==> src/rtl/antilog_conv.sv <==
// antilog_conv: converts an unsigned log2 value {int[7:4], frac[3:0]} into a
// 16-bit linear magnitude through a 3-stage valid/ready pipeline.
//   S1: int, frac, zero flag and the correction term corr[frac]
//   S2: mantissa m = 64 + 4*frac - corr (7 bits, 64..127)
//   S3: lin_out = (m << int) >> 6, forced to 0 for zero-flagged operands
// Each stage advances when it is empty or when its successor advances, so a
// full pipeline shifts in lockstep and a stalled output backs up to in_ready.
module antilog_conv (
  input  logic        clk,
  input  logic        rst,
  input  logic        in_valid,
  output logic        in_ready,
  input  logic        in_zero,
  input  logic [7:0]  log_in,
  output logic        out_valid,
  input  logic        out_ready,
  output logic [15:0] lin_out
);

  // Piecewise correction that bends the linear 64 + 4*frac ramp onto 2^(frac/16).
  function automatic logic [2:0] corr_lut(input logic [3:0] frac);
    logic [2:0] corr;
    case (frac)
      4'd0:    corr = 3'd0;
      4'd1:    corr = 3'd1;
      4'd2:    corr = 3'd2;
      4'd3:    corr = 3'd3;
      4'd4:    corr = 3'd4;
      4'd5:    corr = 3'd5;
      4'd6:    corr = 3'd5;
      4'd7:    corr = 3'd5;
      4'd8:    corr = 3'd5;
      4'd9:    corr = 3'd5;
      4'd10:   corr = 3'd5;
      4'd11:   corr = 3'd5;
      4'd12:   corr = 3'd4;
      4'd13:   corr = 3'd4;
      4'd14:   corr = 3'd3;
      4'd15:   corr = 3'd1;
      default: corr = 3'd0;
    endcase
    return corr;
  endfunction

  // Stage valids (reset) and datapath registers (only lin_q is reset).
  logic        s1_v_q, s1_v_d;
  logic [3:0]  s1_int_q, s1_int_d;
  logic [3:0]  s1_frac_q, s1_frac_d;
  logic        s1_zero_q, s1_zero_d;
  logic [2:0]  s1_corr_q, s1_corr_d;
  logic        s2_v_q, s2_v_d;
  logic [3:0]  s2_int_q, s2_int_d;
  logic        s2_zero_q, s2_zero_d;
  logic [6:0]  s2_m_q, s2_m_d;
  logic        s3_v_q, s3_v_d;
  logic [15:0] lin_q, lin_d;

  logic        adv1_s, adv2_s, adv3_s;

  // Advance chain: a stage moves when empty or when the stage behind it drains.
  always_comb begin
    adv3_s   = ~s3_v_q | out_ready;
    adv2_s   = ~s2_v_q | adv3_s;
    adv1_s   = ~s1_v_q | adv2_s;
    in_ready = adv1_s & ~rst;
  end

  // Next-state for all stages; a stage holds its contents when it cannot advance.
  always_comb begin
    s1_v_d    = s1_v_q;
    s1_int_d  = s1_int_q;
    s1_frac_d = s1_frac_q;
    s1_zero_d = s1_zero_q;
    s1_corr_d = s1_corr_q;
    s2_v_d    = s2_v_q;
    s2_int_d  = s2_int_q;
    s2_zero_d = s2_zero_q;
    s2_m_d    = s2_m_q;
    s3_v_d    = s3_v_q;
    lin_d     = lin_q;

    if (adv1_s) begin
      s1_v_d    = in_valid;
      s1_int_d  = log_in[7:4];
      s1_frac_d = log_in[3:0];
      s1_zero_d = in_zero;
      s1_corr_d = corr_lut(log_in[3:0]);
    end else begin
      s1_v_d = s1_v_q;
    end

    if (adv2_s) begin
      s2_v_d    = s1_v_q;
      s2_int_d  = s1_int_q;
      s2_zero_d = s1_zero_q;
      // 64 + 60 tops out at 124 and corr <= 5, so 7 bits never wrap.
      s2_m_d    = 7'd64 + {1'b0, s1_frac_q, 2'b00} - {4'b0000, s1_corr_q};
    end else begin
      s2_v_d = s2_v_q;
    end

    if (adv3_s) begin
      s3_v_d = s2_v_q;
      if (s2_zero_q) begin
        lin_d = 16'd0;
      end else begin
        // 22-bit intermediate holds 127 << 15; after >> 6 the result fits 16 bits.
        lin_d = 16'((({15'd0, s2_m_q}) << s2_int_q) >> 5'd6);
      end
    end else begin
      s3_v_d = s3_v_q;
    end
  end

  // Stage valids and the output value clear asynchronously on rst.
  always_ff @(posedge clk or posedge rst) begin
    if (rst) begin
      s1_v_q <= 1'b0;
      s2_v_q <= 1'b0;
      s3_v_q <= 1'b0;
      lin_q  <= 16'd0;
    end else begin
      s1_v_q <= s1_v_d;
      s2_v_q <= s2_v_d;
      s3_v_q <= s3_v_d;
      lin_q  <= lin_d;
    end
  end

  // Datapath registers are only observed behind a set valid, so no reset needed.
  always_ff @(posedge clk) begin
    s1_int_q  <= s1_int_d;
    s1_frac_q <= s1_frac_d;
    s1_zero_q <= s1_zero_d;
    s1_corr_q <= s1_corr_d;
    s2_int_q  <= s2_int_d;
    s2_zero_q <= s2_zero_d;
    s2_m_q    <= s2_m_d;
  end

  assign out_valid = s3_v_q;
  assign lin_out   = lin_q;

endmodule

==> config.mk <==
export PLATFORM = sky130hd
export DESIGN_NAME = antilog_conv
export DESIGN_NICKNAME = d
export VERILOG_FILES = /design/src/rtl/antilog_conv.sv
export SDC_FILE = /design/constraint.sdc
export NUM_CORES = 1
export LEC_CHECK = 0
export ABC_AREA = 1
export BUFFER_PORTS_ARGS = -buffer_cell sky130_fd_sc_hd__buf_4
export CORE_ASPECT_RATIO = 0.5
export CORE_MARGIN = 5
export CORE_UTILIZATION = 35
export DETAILED_ROUTE_END_ITERATION = 10
export PLACE_DENSITY = 0.54
export SETUP_SLACK_MARGIN = 0.02
export SLEW_MARGIN = 40
export SYNTH_ARGS = -nofsm -noshare
export SYNTH_HDL_FRONTEND = slang
export SYNTH_SLANG_ARGS = --single-unit
==> constraint.sdc <==
create_clock -name clk -period 3.4 [get_ports clk]
set_clock_uncertainty 0.2 [all_clocks]
set_input_delay 0 -clock clk [delete_from_list [all_inputs] [get_ports clk]]
set_output_delay 0 -clock clk [all_outputs]
set_load 0.01 [all_outputs]
After elaboration in Yosys (flattened, before gate mapping)
Memory sizes are Yosys's and may differ from the RTL's. A register that Yosys moved wholly into a read port is not among the register bits. Cells that the tools add are included.

Mux-type cells: 1. Bitwise operators: 8. Shift-type cells: 1. Add/subtract/negate cells: 2.

Operators with widths (count): $shl 7x4->22 (1); $mux 16 (1); $add 7x6->7 const A (1); $sub 7x3->7 (1); $not 1->1 (4); $or 1x1->1 (3); $and 1x1->1 (1).

Logic and storage cells: 23. Memories: 1. Bits in registers: 40. Memory bits (read-only): 48.

Memories: (name not given) (depth 16, bits a word 3, read ports 1, clocked after Yosys merged registers in 1, write ports 0, RTL line 23) `case (frac)`.

Logic depth before layout (Yosys ltp)
Word-level depth: 5. Mapped depth: 7. Depth with buffers taken out: 7.

Worst setup path after synthesis
Ideal clock, no wire load.

Path kind: flip-flop to flip-flop. From: register s3_v_q, in the netlist out_valid. To: register s1_corr_q[0] (enable). Required time: 2842 ps. Arrival: 914 ps. Stages on the path, launching flop included: 4. Path slack: 1928 ps. Path buffers: 0. Cells stage by stage: dfrtp_1 nand2_4 nor2_1 nand2_1.

Longest elaborated chain between the ends: 4.

Ends and longest elaborated chain: from (decl) (RTL line 55) `logic s3_v_q, s3_v_d;`; from (signal assigned) (RTL line 125) `s3_v_q <= s3_v_d;`; $not 1->1 (RTL line 62) `adv3_s = ~s3_v_q | out_ready;`; $or 1x1->1 (RTL line 62); $or 1x1->1 (RTL line 63) `adv2_s = ~s2_v_q | adv3_s;`; $or 1x1->1 (RTL line 64) `adv1_s = ~s1_v_q | adv2_s;`; via adv1_s (RTL line 58) `logic adv1_s, adv2_s, adv3_s;`; to (decl) (RTL line 50) `logic [2:0] s1_corr_q, s1_corr_d;`.

The timed path passes the listed nets, and every way through them passes these cells. A chain may end at the register's enable or synchronous reset.

Worst setup path after layout
From: input out_ready. To: output in_ready.

Longest elaborated chain between the ends: 4.

Ends and longest elaborated chain: from (decl) (RTL line 16) `input logic out_ready,`; $or 1x1->1 (RTL line 62); $or 1x1->1 (RTL line 63); $or 1x1->1 (RTL line 64); via adv1_s (RTL line 58); $and 1x1->1 (RTL line 65) `in_ready = adv1_s & ~rst;`; to (decl) (RTL line 12) `output logic in_ready,`.

The timed path passes the listed nets, and every way through them passes these cells.

==> results by group <==
Yosys
  – YS warnings: 0
  – Mapped Nets: 237
  – Count of different cell masters after synthesis: 21
  – Netlist Area Pre-Place: 2040 um^2
  – Top post-synthesis cells by count: nand2_1, nand3_1, inv_1
  – Sequential fraction of the synthesis area: 58.6%
  – Post-synth ARST share: 44.2%
  – Number of flops mapped to enable cells by yosys: 24
  – Top-area cell type share of the netlist area: 35.3%
  – Top FF cell, synth: edfxtp_1
  – Most numerous cell in the Yosys netlist: nand2_1
  – Post-synth top area cell: edfxtp_1
  – #FFs+latches synth: 43
  – Cells after Synth: 222
  – Ranking of synthesized cells by area: edfxtp_1, dfrtp_1, nand2_1
  – Average cell area after synthesis: 9.19 um^2

Timing
  – RSZ-0062 raised after global routing: false
  – Worst Tran Pin Value: 0.546 ns
  – Slew Limit Fails: 0
  – Hold Vio Cnt, Final: 0
  – Setup ws final: 1.47 ns
  – Max Freq: 519 MHz
  – Post-route clock period utilization: 56.7%
  – Setup TNS: 0 ns
  – Max-Slew Margin vs Limit: 63.5%
  – Min Tclk post-route: 1.93 ns
  – Final setup vio count: 0

Floorplan
  – Die width: 118 um
  – Core Box Area: 5560 um^2
  – Initial core utilization: 36.7%
  – Die ar.: 7550 um^2
  – Die H: 64.0 um
  – Std cell rows: 19
  – Top-Level Pins: 31

Cells and area
  – # diodes: 0
  – Layout area overhead: 27.2%
  – Layout cell share with drive strength beyond 1: 19.7%
  – Layout Cells excl Fill: 342
  – Fin util: 46.7%
  – Layout Nets: 283

Setup path
  – Crit path from: out_ready
  – Worst setup SP type: input port
  – Reg2Reg Launch Point: s2_int_q[2]
  – Critical Path Sink Type: output port
  – Crit-path max FO: 14
  – Critical path arrival: 1.73 ns
  – Critical path class: in2out
  – Worst Path Required: 3.20 ns

Placed design
  – Placed insts: 322
  – # port buffers: 30
  – DP Worst Slack: 1.77 ns
  – Placer Congestion: 0.923
  – DP HPWL: 2970 um

Pwr
  – Total Power: 1.43 mW
  – Peak supply drop: 0.226 mV
  – P_leak: 1.29 nW
  – PwrDens: 550 nW/um^2

CTS
  – Clock Pin Slew Worst Setup and Hold Paths: 0.06 ns
  – Htree depth: 2
  – Cts repair resizes: 0
  – Clk_lat worst skew: 0.29 ns
  – CTS Buf Count: 5
  – TritonCTS clock tree: built
  – Clock root cell: clkbuf_16
  – Clk sinks: 43
  – Clk buf depth: 2

Routing
  – Routed vias: 1526
  – DRC: 0
  – WL final: 4080 um
  – Average wire per standard cell: 11.9 um
  – Number of routed nets with antenna violations: 0
  – Pre-Repair DR Iteration Count: 4
  – Routed vias/inst: 4.46
  – DRT iter0 DRCs: 54

Global route
  – Global-route usage over all layers: 11.6%
  – Initial antenna violation count: 0
  – Largest net degree at the start of global routing: 21
  – Vias in the first global route: 1461
  – GRT Residual Overflow: 0
  – First-pass GRT wire length: 7030 um

Outcome
  – Outcome: finished, final reports clean

Run
  – Max cap viols: 0

Worst hold path
  – Hold crit path type: in2async
-- cell type report --
class | instances | area (um^2)
Clock buffer | 6 | 139
Timing Repair Buffer | 43 | 353
Sequential cell | 43 | 1200
Tap cell | 73 | 91.3
Multi-Input combinational cell | 144 | 684
Clock inverter | 2 | 16.3
Fill cell | 562 | 2970
Inverter | 31 | 116
-- layout by cell type, fill, tap and decap left out, types with 2 or more instances in the layout --
cell type / instances
nand2_1: 67
buf_4: 31
nand3_1: 30
inv_1: 28
edfxtp_1: 24
dfrtp_1: 19
nor2_1: 18
dlygate4sd3_1: 12
nand2_2: 5
clkbuf_16: 5
o21ai_0: 4
nand3_2: 4
a21oi_1: 4
nand4_1: 3
inv_2: 3
xor2_1: 3
ha_1: 2
-- power breakdown --
group	internal [mW]	leakage, nW	switching (mW)
Sequential	0.624	0.490	0.0469
Combinational	0.110	0.727	0.151
Clock	0.293	0.0731	0.203
-- metal layers --
| metal | up-vias | global-route usage, % | share of wire [%] |
|---|---|---|---|
| li1 | 805 | - | - |
| met4 | 0 | 4.58 | 1.9 |
| met3 | 7 | 4.14 | 5.5 |
| met2 | 36 | 16.3 | 40 |
| met5 | - | 0 | 0 |
| met1 | 678 | 16.3 | 53 |
-- critical path: stages --
cell and delay [ns]:
dlygate4sd3_1 0.54, buf_4 0.13, inv_1 0.08, nand2_4 0.10, nor2_1 0.17, nand2_1 0.37, nand2_1 0.15, inv_1 0.05
buf_4 0.13
-- flip-flops by register name, indices dropped and copies added, names as in the netlist, 3 cells and up --
signal,cells
s1_frac_q,4
lin_out,16
s2_m_q,7
s1_int_q,4
s2_int_q,4
s1_corr_q,3
-- per-stage QoR --
| step | hold WS [ns] | cell area, um^2 |
|---|---|---|
| 6_report | 0.108 | 2600 |
| 3_5_place_dp | -0.138 | 2320 |
| 4_1_cts | 0.119 | 2600 |
| 2_1_floorplan | -0.240 | 2040 |
| 5_1_grt | 0.149 | 2600 |
| 3_3_place_gp | -0.143 | 2320 |
-- cells by family (layout without fill, tap and decap cells) --
| logic type | Yosys count | count (layout) | share of synthesized area, % |
|---|---|---|---|
| adder cells (fa/ha/maj) | 2 | 2 | 1.23 |
| flip-flops | 43 | 43 | 58.6 |
| AND/OR/NAND/NOR | 129 | 129 | 28.3 |
| buffers and inverters | 35 | 82 | 7.85 |
| AO/OA/AOI/OAI | 9 | 9 | 2.33 |
| XOR/XNOR | 4 | 4 | 1.72 |
-- path summary, 6_finish.rpt --
path | end | cells after the start | slack, ns
max in group asynchronous | lin_out[15] | 4 | 2.67
setup reg to reg | lin_out[4] | 5 | 1.75
hold reg to reg | s2_int_q[2] | 0 | 0.22
hold / removal | lin_out[11] | 4 | 0.11
setup / recovery | in_ready | 9 | 1.47
min in group clk | s2_int_q[2] | 0 | 0.22
-- repair_timing --
action                    4_1_cts  5_1_grt
hold endpoints to repair       36        0
hold buffers                   12        0
buffers inserted                0        0
No activity file was read; power rests on OpenSTA's default activity.
